==> config.mk <==
export PLATFORM = sky130hd
export DESIGN_NAME = regfile_arbiter
export DESIGN_NICKNAME = d
export VERILOG_FILES = /design/src/rtl/regfile_arbiter.sv
export SDC_FILE = /design/constraint.sdc
export NUM_CORES = 1
export LEC_CHECK = 0
export CORE_MARGIN = 8
export CORE_UTILIZATION = 44
export DETAILED_ROUTE_END_ITERATION = 8
export PLACE_DENSITY = 0.86
export SLEW_MARGIN = 0
export SYNTH_ARGS = -nofsm -noshare
export SYNTH_HDL_FRONTEND = slang
export SYNTH_SLANG_ARGS = --single-unit
==> constraint.sdc <==
create_clock -name clk -period 5.4 [get_ports clk]
set_input_delay 1.08 -clock clk [delete_from_list [all_inputs] [get_ports clk]]
set_output_delay 1.08 -clock clk [all_outputs]
set_load 0.1 [all_outputs]
==> src/rtl/regfile_arbiter.sv <==
// Two-master round-robin req/ack arbiter for the register file write port and read port A.
// Optional macro R0_PROTECT_EN: writes to address 0 are acknowledged but never committed.
module regfile_arbiter #(
    parameter int ADDR_W = 5,
    parameter int DATA_W = 32
) (
    input  logic              clk,
    input  logic              Reset,
    input  logic              req0,
    input  logic              we0,
    input  logic [ADDR_W-1:0] addr0,
    input  logic [DATA_W-1:0] wdata0,
    output logic              ack0,
    output logic [DATA_W-1:0] rdata0,
    input  logic              req1,
    input  logic              we1,
    input  logic [ADDR_W-1:0] addr1,
    input  logic [DATA_W-1:0] wdata1,
    output logic              ack1,
    output logic [DATA_W-1:0] rdata1,
    output logic              rf_we,
    output logic [ADDR_W-1:0] rf_waddr,
    output logic [DATA_W-1:0] rf_wdata,
    output logic [ADDR_W-1:0] rf_raddr,
    input  logic [DATA_W-1:0] rf_rdata,
    output logic              busy,
    output logic              gnt_id
);

    typedef enum logic [1:0] {IDLE, ACCESS, RESP} state_t;

    state_t            state_q, state_d;
    logic              id_q, id_d;
    logic              we_q, we_d;
    logic              last_q, last_d;
    logic              ack0_q, ack0_d;
    logic              ack1_q, ack1_d;
    logic [DATA_W-1:0] rdata0_q, rdata0_d;
    logic [DATA_W-1:0] rdata1_q, rdata1_d;
    logic              rf_we_q, rf_we_d;
    logic [ADDR_W-1:0] rf_waddr_q, rf_waddr_d;
    logic [DATA_W-1:0] rf_wdata_q, rf_wdata_d;
    logic [ADDR_W-1:0] rf_raddr_q, rf_raddr_d;
    logic              gnt_q, gnt_d;

    logic              pick;
    logic              we_sel;
    logic [ADDR_W-1:0] addr_sel;
    logic [DATA_W-1:0] wdata_sel;
    logic              wr_blk;

    // Under contention the requester not served last wins.
    assign pick      = (req0 && req1) ? ~last_q : req1;
    assign we_sel    = pick ? we1 : we0;
    assign addr_sel  = pick ? addr1 : addr0;
    assign wdata_sel = pick ? wdata1 : wdata0;

`ifdef R0_PROTECT_EN
    assign wr_blk = (addr_sel == '0);
`else
    assign wr_blk = 1'b0;
`endif

    always_comb begin
        state_d    = state_q;
        id_d       = id_q;
        we_d       = we_q;
        last_d     = last_q;
        ack0_d     = 1'b0;
        ack1_d     = 1'b0;
        rdata0_d   = rdata0_q;
        rdata1_d   = rdata1_q;
        rf_we_d    = 1'b0;
        rf_waddr_d = rf_waddr_q;
        rf_wdata_d = rf_wdata_q;
        rf_raddr_d = rf_raddr_q;
        gnt_d      = gnt_q;
        unique case (state_q)
            IDLE: begin
                if (req0 || req1) begin
                    id_d       = pick;
                    we_d       = we_sel;
                    rf_we_d    = we_sel && !wr_blk;
                    rf_waddr_d = addr_sel;
                    rf_raddr_d = addr_sel;
                    rf_wdata_d = wdata_sel;
                    gnt_d      = pick;
                    state_d    = ACCESS;
                end
            end
            ACCESS: begin
                if (id_q) begin
                    ack1_d = 1'b1;
                    if (!we_q) rdata1_d = rf_rdata;
                end else begin
                    ack0_d = 1'b1;
                    if (!we_q) rdata0_d = rf_rdata;
                end
                last_d  = id_q;
                state_d = RESP;
            end
            RESP: begin
                state_d = IDLE;
            end
            default: begin
                state_d = IDLE;
            end
        endcase
    end

    always_ff @(posedge clk or posedge Reset) begin
        if (Reset) begin
            state_q    <= IDLE;
            id_q       <= 1'b0;
            we_q       <= 1'b0;
            last_q     <= 1'b1;
            ack0_q     <= 1'b0;
            ack1_q     <= 1'b0;
            rdata0_q   <= '0;
            rdata1_q   <= '0;
            rf_we_q    <= 1'b0;
            rf_waddr_q <= '0;
            rf_wdata_q <= '0;
            rf_raddr_q <= '0;
            gnt_q      <= 1'b0;
        end else begin
            state_q    <= state_d;
            id_q       <= id_d;
            we_q       <= we_d;
            last_q     <= last_d;
            ack0_q     <= ack0_d;
            ack1_q     <= ack1_d;
            rdata0_q   <= rdata0_d;
            rdata1_q   <= rdata1_d;
            rf_we_q    <= rf_we_d;
            rf_waddr_q <= rf_waddr_d;
            rf_wdata_q <= rf_wdata_d;
            rf_raddr_q <= rf_raddr_d;
            gnt_q      <= gnt_d;
        end
    end

    assign ack0     = ack0_q;
    assign ack1     = ack1_q;
    assign rdata0   = rdata0_q;
    assign rdata1   = rdata1_q;
    assign rf_we    = rf_we_q;
    assign rf_waddr = rf_waddr_q;
    assign rf_wdata = rf_wdata_q;
    assign rf_raddr = rf_raddr_q;
    assign busy     = (state_q != IDLE);
    assign gnt_id   = gnt_q;

endmodule

* Word-level counts from Yosys, hierarchy flattened
Cells that the tools add are included.
Widths: inputs -> output; s select.
** Cells by class
- $add $sub $neg :: 0
- Multiply operators :: 0
- Div/mod/pow operators :: 0
- Order comparisons :: 0
- Equality and inequality tests :: 2
- Shift operators :: 0
- Muxes and demuxes :: 12
- Bitwise logic cells :: 3
- Reductions and logical operators :: 7
** Operators with widths (count)
- $mux 32 :: 1
- $mux 1 :: 8
- $reduce_and 3->1 :: 2
- $mux 5 :: 1
- $pmux 2 s2 :: 1
- $not 1->1 :: 3
- $eq 2x1->1 const B :: 1
- $logic_not 2->1 :: 1
- $mux 2 :: 1
- $ne 2x2->1 const B :: 1
- $reduce_and 2->1 :: 1
- $reduce_bool 2->1 :: 1
- $logic_and 1x1->1 :: 1
- $logic_or 1x1->1 :: 1
** Word-level totals
- Register bits after elaboration :: 109
- Bits in latches :: 0
- Memory bits (writable) :: 0
- Memory bits (read-only) :: 0
- Input bits :: 112
- Output and inout port bits :: 111
- Logic and storage cells :: 35
- Memories :: 0

* Depth between registers and ports, before layout
Gate-level depths: netlist of run 1.
- Depth in word-level cells :: 5
- Gate-level depth with buffers :: 6
- Depth with buffers taken out :: 4

* Least setup slack after synthesis of run 1
No wires, ideal clock.
- Path kind :: flip-flop to output port
- Start point :: reg, netlist name rf_raddr[0]
- End point :: out rf_waddr[0]
- Arrival time :: 1.340 ns
- Data required time :: 4.320 ns
- Path slack :: 2.980 ns
- Stages on the path, launching flop included :: 2
- Buffers on the path :: 1
- Cell sequence :: dfrtp_1 buf_4
** RTL lines
- end, declared :: line 22 : output logic [ADDR_W-1:0] rf_waddr,

==> results of run 1 <==
[logic make-up after synthesis]
family / Yosys count / share of synthesized area (%)
DFF: 109 / 59.4
buffers and inverters: 25 / 3.24
muxes: 140 / 35.9
and+or+nand+nor: 9 / 1.01
AOI/OAI and AO/OA: 3 / 0.517
[synthesized netlist by cell type]
| library cell | instances | share of area (%) |
|---|---|---|
| buf_2 | 11 | 1.2 |
| nor3_2 | 1 | 0.22 |
| mux2i_1 | 2 | 0.44 |
| o2bb2ai_1 | 1 | 0.19 |
| o21ai_0 | 1 | 0.11 |
| mux2_2 | 116 | 28 |
| mux2_4 | 20 | 6.5 |
| dfstp_2 | 1 | 0.57 |
| nand3b_1 | 1 | 0.16 |
| mux2_1 | 2 | 0.49 |
| a21bo_2 | 1 | 0.22 |
| buf_4 | 5 | 0.82 |
| nand2b_1 | 1 | 0.14 |
| buf_6 | 3 | 0.73 |
| inv_1 | 6 | 0.49 |
| nor2_1 | 4 | 0.33 |
| nand2_1 | 2 | 0.16 |
| dfrtp_1 | 108 | 59 |
[placed cells by master, fill, tap and decap left out]
cell type / count
a21bo_2: 1
buf_4: 4
bufinv_16: 1
clkbuf_8: 10
clkdlybuf4s50_1: 222
clkinv_2: 1
clkinv_4: 1
clkinvlp_4: 1
dfrtp_1: 108
dfstp_2: 1
inv_1: 5
inv_4: 1
inv_6: 2
mux2_1: 2
mux2_2: 116
mux2_4: 20
mux2i_1: 2
nand2_1: 2
nand2b_1: 1
nand3b_1: 1
nor2_1: 3
nor2_2: 1
nor3_4: 1
o21ai_0: 1
o2bb2ai_1: 1
[sequential cells by signal, summed over array words and instances, names as in the netlist]
| register | count |
|---|---|
| ack1 | 1 |
| we_q | 1 |
| id_q | 1 |
| rdata1 | 32 |
| ack0 | 1 |
| last_q | 1 |
| rf_raddr | 5 |
| rf_wdata | 32 |
| state_q | 2 |
| rf_we | 1 |
| rdata0 | 32 |
[routing by layer]
layer / wire, um / share of wire, % / track usage, % / up-vias
li1: - / - / - / 1438
met3: 995 / 8.2 / 6.24 / 10
met5: 0 / 0 / 0 / -
met4: 146 / 1.2 / 5.12 / 0
met2: 6330 / 52 / 30.8 / 119
met1: 4630 / 38 / 19.5 / 1565
[through the flow]
step           worst slack (ps)  instances
2_1_floorplan              1450        286
3_3_place_gp               2060        629
3_5_place_dp               2000        629
4_1_cts                    2220        645
5_1_grt                    2170        645
6_report                   2260        645
[layout make-up]
cell class,count,area (sq um),area share (%)
inverter,6,25.0,0.352
sequential,109,2730,38.4
tap,136,170,2.39
multi-input combinational,152,1730,24.3
clock inverter,6,68.8,0.968
clock buffer,10,138,1.94
timing repair buffer,226,2250,31.7
[worst paths after layout]
kind	start	end	slack, ps	depth (start not counted)
max	id_q$_DFFE_PP0P_	gnt_id	2260	1
min	last_q$_DFFE_PP1P_	last_q$_DFFE_PP1P_	500	2
max reg2reg	state_q[0]$_DFFE_PP0P_	rf_raddr[4]$_DFFE_PP0P_	2980	5
min reg2reg	last_q$_DFFE_PP1P_	last_q$_DFFE_PP1P_	500	2
max in group asynchronous	Reset	last_q$_DFFE_PP1P_	3090	3
min in group asynchronous	Reset	rf_raddr[0]$_DFFE_PP0P_	1290	2
==> key figures, run 1 <==
Outcome
  – Status: complete, no violations

Clocking
  – CTS H-tree lvls: 3
  – Clk Latency, worst-skew pair: 350 ps
  – Clk root buf: clkbuf_8
  – CTS Sinks: roughly 110
  – Clk slew on worst S/H paths: 100 ps
  – Total CTS buffers: 9
  – Clock Path Buffers: 2
  – CTS tree: yes
  – Hold buffers post-CTS: 0
  – Post-CTS sizing: 0
  – # Post-CTS Setup Buffers: 0

Global routing
  – GRT Overall Usage: 17.5%
  – First-pass GRT wire length: around 20 mm
  – Vias in the first global route: 3,634
  – Largest net degree at the start of global routing: 82
  – Number of antenna violations at the first check in global routing: 0
  – Global route overflow: 0

Setup path
  – Crit path max-delay cell type: clkdlybuf4s50_1
  – Crit Path Category: register to output port
  – Crit-path cells: clkdlybuf4s50_1
  – Crit start category: register
  – CP max stage delay: 1200 ps
  – Crit-path max FO: 5
  – WP buf/inv: 1
  – Crit path max-delay family: buffers and inverters
  – CP required: 4320 ps
  – Critical Path AT: 2060 ps
  – Setup crit end kind: output port

Finish
  – Share of post-route cells with drive strength above 1: 31.6%
  – Ant diodes: 0
  – Fin util: 69.5%
  – Layout area overhead: 54.7%
  – Layout Nets: 616
  – Finished Cell Area: 7110 sq um
  – Filler cell count: 736

STA
  – Final setup viols: 0
  – Setup TNS: 0 ps
  – Fin Hold WS: between 400 and 500 ps
  – Final hold vios: 0
  – Worst rel slew slack: 26.2%
  – Pins Over Slew Limit: 0
  – Crit path time final: 3140 ps
  – F_max: roughly 0.32 GHz
  – RSZ-0062 raised after global routing: no
  – Tightest Pin Transition: between 1000 and 1500 ps
  – Layout Skew: 9.07 ps
  – Period utilization: roughly three fifths

Detailed routing
  – Routed WL per cell: 18.8 um
  – Drt pass-1 iters: 4
  – Post-route DRC: 0
  – Antenna Violating Nets Remaining: 0
  – Iteration-0 DRC Markers: approximately 160
  – Vias per inst: 4.86
  – Final wirelength: approximately 12 mm
  – DR vias: 3,132

Run
  – Max_cap viols: 0

Synthesis
  – FF+latch count, synth: 109
  – Synthesized area per cell: 16.1 sq um
  – Seq/Total Area, Yosys: 59.4%
  – Syn Inst Count: between 200 and 300
  – Syn Std Cell Area: 4600 sq um
  – Ys Warns: 0
  – Syn nets: around 400
  – Synth cell types: 18

Floorplanning
  – Die X-Extent: 118 um
  – Initial Utilization: 44.9%
  – I/O Pins: ~220
  – Row count: 37
  – Die ar.: about 14,000 sq um
  – Core region area: about 10,000 sq um
  – Vert. Die Dim: 118 um

Min path
  – Hold crit path type: register to register

Placement
  – Port Buffers: between 200 and 250
  – Post-DP Area: 6900 sq um
  – Hpwl dp: 9.56 mm
  – RePlAce Congestion: 0.728
Power of run 1 is left out: the tool's default activity adds up to more than one toggle a clock period on the data nets, which glitch-free logic cannot reach.
==> run 2: changes to the inputs <==
--- a/config.mk
+++ b/config.mk
@@ -6,9 +6,9 @@
 export NUM_CORES = 1
 export LEC_CHECK = 0
 export CORE_MARGIN = 8
-export CORE_UTILIZATION = 44
+export CORE_UTILIZATION = 41
 export DETAILED_ROUTE_END_ITERATION = 8
-export PLACE_DENSITY = 0.86
+export PLACE_DENSITY = 0.81
 export SLEW_MARGIN = 0
 export SYNTH_ARGS = -nofsm -noshare
 export SYNTH_HDL_FRONTEND = slang
==> constraint.sdc (replaced) <==
create_clock -name clk -period 3.11 [get_ports clk]
set_input_delay 0.622 -clock clk [delete_from_list [all_inputs] [get_ports clk]]
set_output_delay 0.622 -clock clk [all_outputs]
set_load 0.1 [all_outputs]
==> key figures, run 2 (synthesis gave the netlist of run 1 again) <==
STA
  – Layout Skew: 13.0 ps (+3.95 ps)
  – Worst rel slew slack: 59.5% (+33 points)
  – Final setup viols: 0 (unchanged)
  – Final WS setup: 918 ps (-1340 ps)
  – Fin Hold WS: 499 ps (+0.492 ps)
  – F_max: 0.456 GHz
  – RSZ-0062 raised after global routing: no
  – Setup TNS: 0 ps (unchanged)
  – Tightest Pin Transition: 607 ps (-498 ps)
  – Pins Over Slew Limit: 0 (unchanged)
  – Crit path time final: 2190 ps
  – Period utilization: 70.5%
  – Final hold vios: 0 (unchanged)

Finish
  – Share of post-route cells with drive strength above 1: 53.5% (+22 points)
  – Ant diodes: 0 (unchanged)
  – Most frequent cells in the layout: mux2_2, buf_4, clkdlybuf4s50_1
  – Layout area overhead: 49.5%
  – Layout Nets: 619 (+0.49%)
  – Filler cell count: 854 (+16%)

Global routing
  – Vias in the first global route: 3,589 (-1.2%)
  – GRT Overall Usage: 16.6% (-0.86 points)
  – First-pass GRT wire length: 19.4 mm (-1.8%)
  – Largest net degree at the start of global routing: 110 (+34%)
  – Global route overflow: 0 (unchanged)
  – Number of antenna violations at the first check in global routing: 0 (unchanged)

Placement
  – Setup WS pre-CTS: 545 ps (-1450 ps)
  – RePlAce Congestion: 0.793 (+9.0%)
  – Hpwl dp: 9.64 mm (+0.89%)
  – Port Buffers: 222 (unchanged)

Clocking
  – CTS H-tree lvls: 3 (unchanged)
  – Clk Latency, worst-skew pair: 360 ps (about the same)
  – CTS Sinks: 109 (unchanged)
  – Clk slew on worst S/H paths: 90 ps (about the same)
  – Clock Path Buffers: 2 (unchanged)
  – CTS tree: yes
  – Hold buffers post-CTS: 0 (unchanged)
  – Clk root buf: clkbuf_8
  – Post-CTS sizing: 0 (unchanged)
  – Total CTS buffers: 9 (unchanged)
  – # Post-CTS Setup Buffers: 0 (unchanged)

Setup path
  – Crit path max-delay cell type: a21bo_2
  – Crit-path most repeated cell: mux2_2
  – CP required: 3350 ps (-970 ps)
  – Crit-path cells: clkdlybuf4s50_1, a21bo_2, buf_12, mux2_2, mux2_2
  – Critical Path AT: 2430 ps (+370 ps)
  – Crit start category: input port
  – CP max stage delay: 490 ps (-710 ps)
  – Crit Path Category: input port to register
  – Setup crit end kind: register
  – Crit-path max FO: 23 (+18)

Detailed routing
  – Final wirelength: 12.4 mm (+2.3%)
  – Antenna Violating Nets Remaining: 0 (unchanged)
  – Vias per inst: 4.80 (-1.2%)
  – Iteration-0 DRC Markers: 146 (-7.6%)
  – Routed WL per cell: 19.0 um (+1.2%)
  – DR vias: 3,127 (-0.16%)
  – Post-route DRC: 0 (unchanged)
  – Drt pass-1 iters: 4 (unchanged)

Floorplanning
  – Die X-Extent: 122 um (+3.1%)
  – Row count: 38 (+2.7%)
  – Vert. Die Dim: 122 um (+3.1%)
  – I/O Pins: 223 (unchanged)
  – Initial Utilization: 42.2% (-2.7 points)
  – Core region area: 10,900 sq um (+6.4%)
  – Die ar.: 14,900 sq um (+6.3%)

Outcome
  – Status: complete, no violations

Run
  – Max_cap viols: 0 (unchanged)

Min path
  – Hold crit path type: register to register
[run 2: cell count changes in the layout (fill, tap and decap cells not counted), sizes merged]
cell / change
buf: +114
clkdlybuf4s50: -111
bufinv: -1
inv: -3
clkbuf: +2
clkinvlp: +2
[run 2: final cells by class]
| type | instances | area (sq um) | share of cell area [%] |
|---|---|---|---|
| clock inverters | 4 | 32.5 | 0.473 |
| clock buffers | 12 | 155 | 2.26 |
| well taps | 140 | 175 | 2.55 |
| repair buffers | 229 | 2020 | 29.4 |
| inverters | 6 | 26.3 | 0.382 |
| flip-flops and latches | 109 | 2730 | 39.7 |
| multi-input cells | 152 | 1730 | 25.2 |
[run 2: through the flow]
stage          cell area (sq um)  cells  util [%]
2_1_floorplan               4600    286         -
3_3_place_gp                6690    636      61.4
3_5_place_dp                6690    636      61.4
4_1_cts                     6870    652      63.1
5_1_grt                     6870    652      63.1
6_report                    6870    652      63.1
[run 2: worst max-delay path: cells and delay by family]
family,cells,cell delay (ps)
AO/OA/AOI/OAI,1,490
multiplexers,2,610
buffers and inverters,2,700
[run 2: path summary, 6_finish.rpt]
check	startpoint	endpoint	slack, ps	cells after the start
min in group asynchronous	Reset	rf_raddr[2]$_DFFE_PP0P_	730	3
worst min register to register	last_q$_DFFE_PP1P_	last_q$_DFFE_PP1P_	500	2
max in group asynchronous	Reset	rdata0[12]$_DFFE_PP0P_	1870	3
worst max-delay path	req1	rf_wdata[7]$_DFFE_PP0P_	920	5
worst max register to register	last_q$_DFFE_PP1P_	rf_wdata[7]$_DFFE_PP0P_	1130	4
worst min-delay path	last_q$_DFFE_PP1P_	last_q$_DFFE_PP1P_	500	2
[run 2: routing by layer]
metal  vias up  GRT usage [%]  share of wire (%)
met5         -              0                  0
met4         0           5.17                1.6
met3        11           5.55                7.9
met2       113           28.5                 52
met1      1559           19.3                 39
li1       1444              -                  -
Power of run 2 is left out for the same reason.
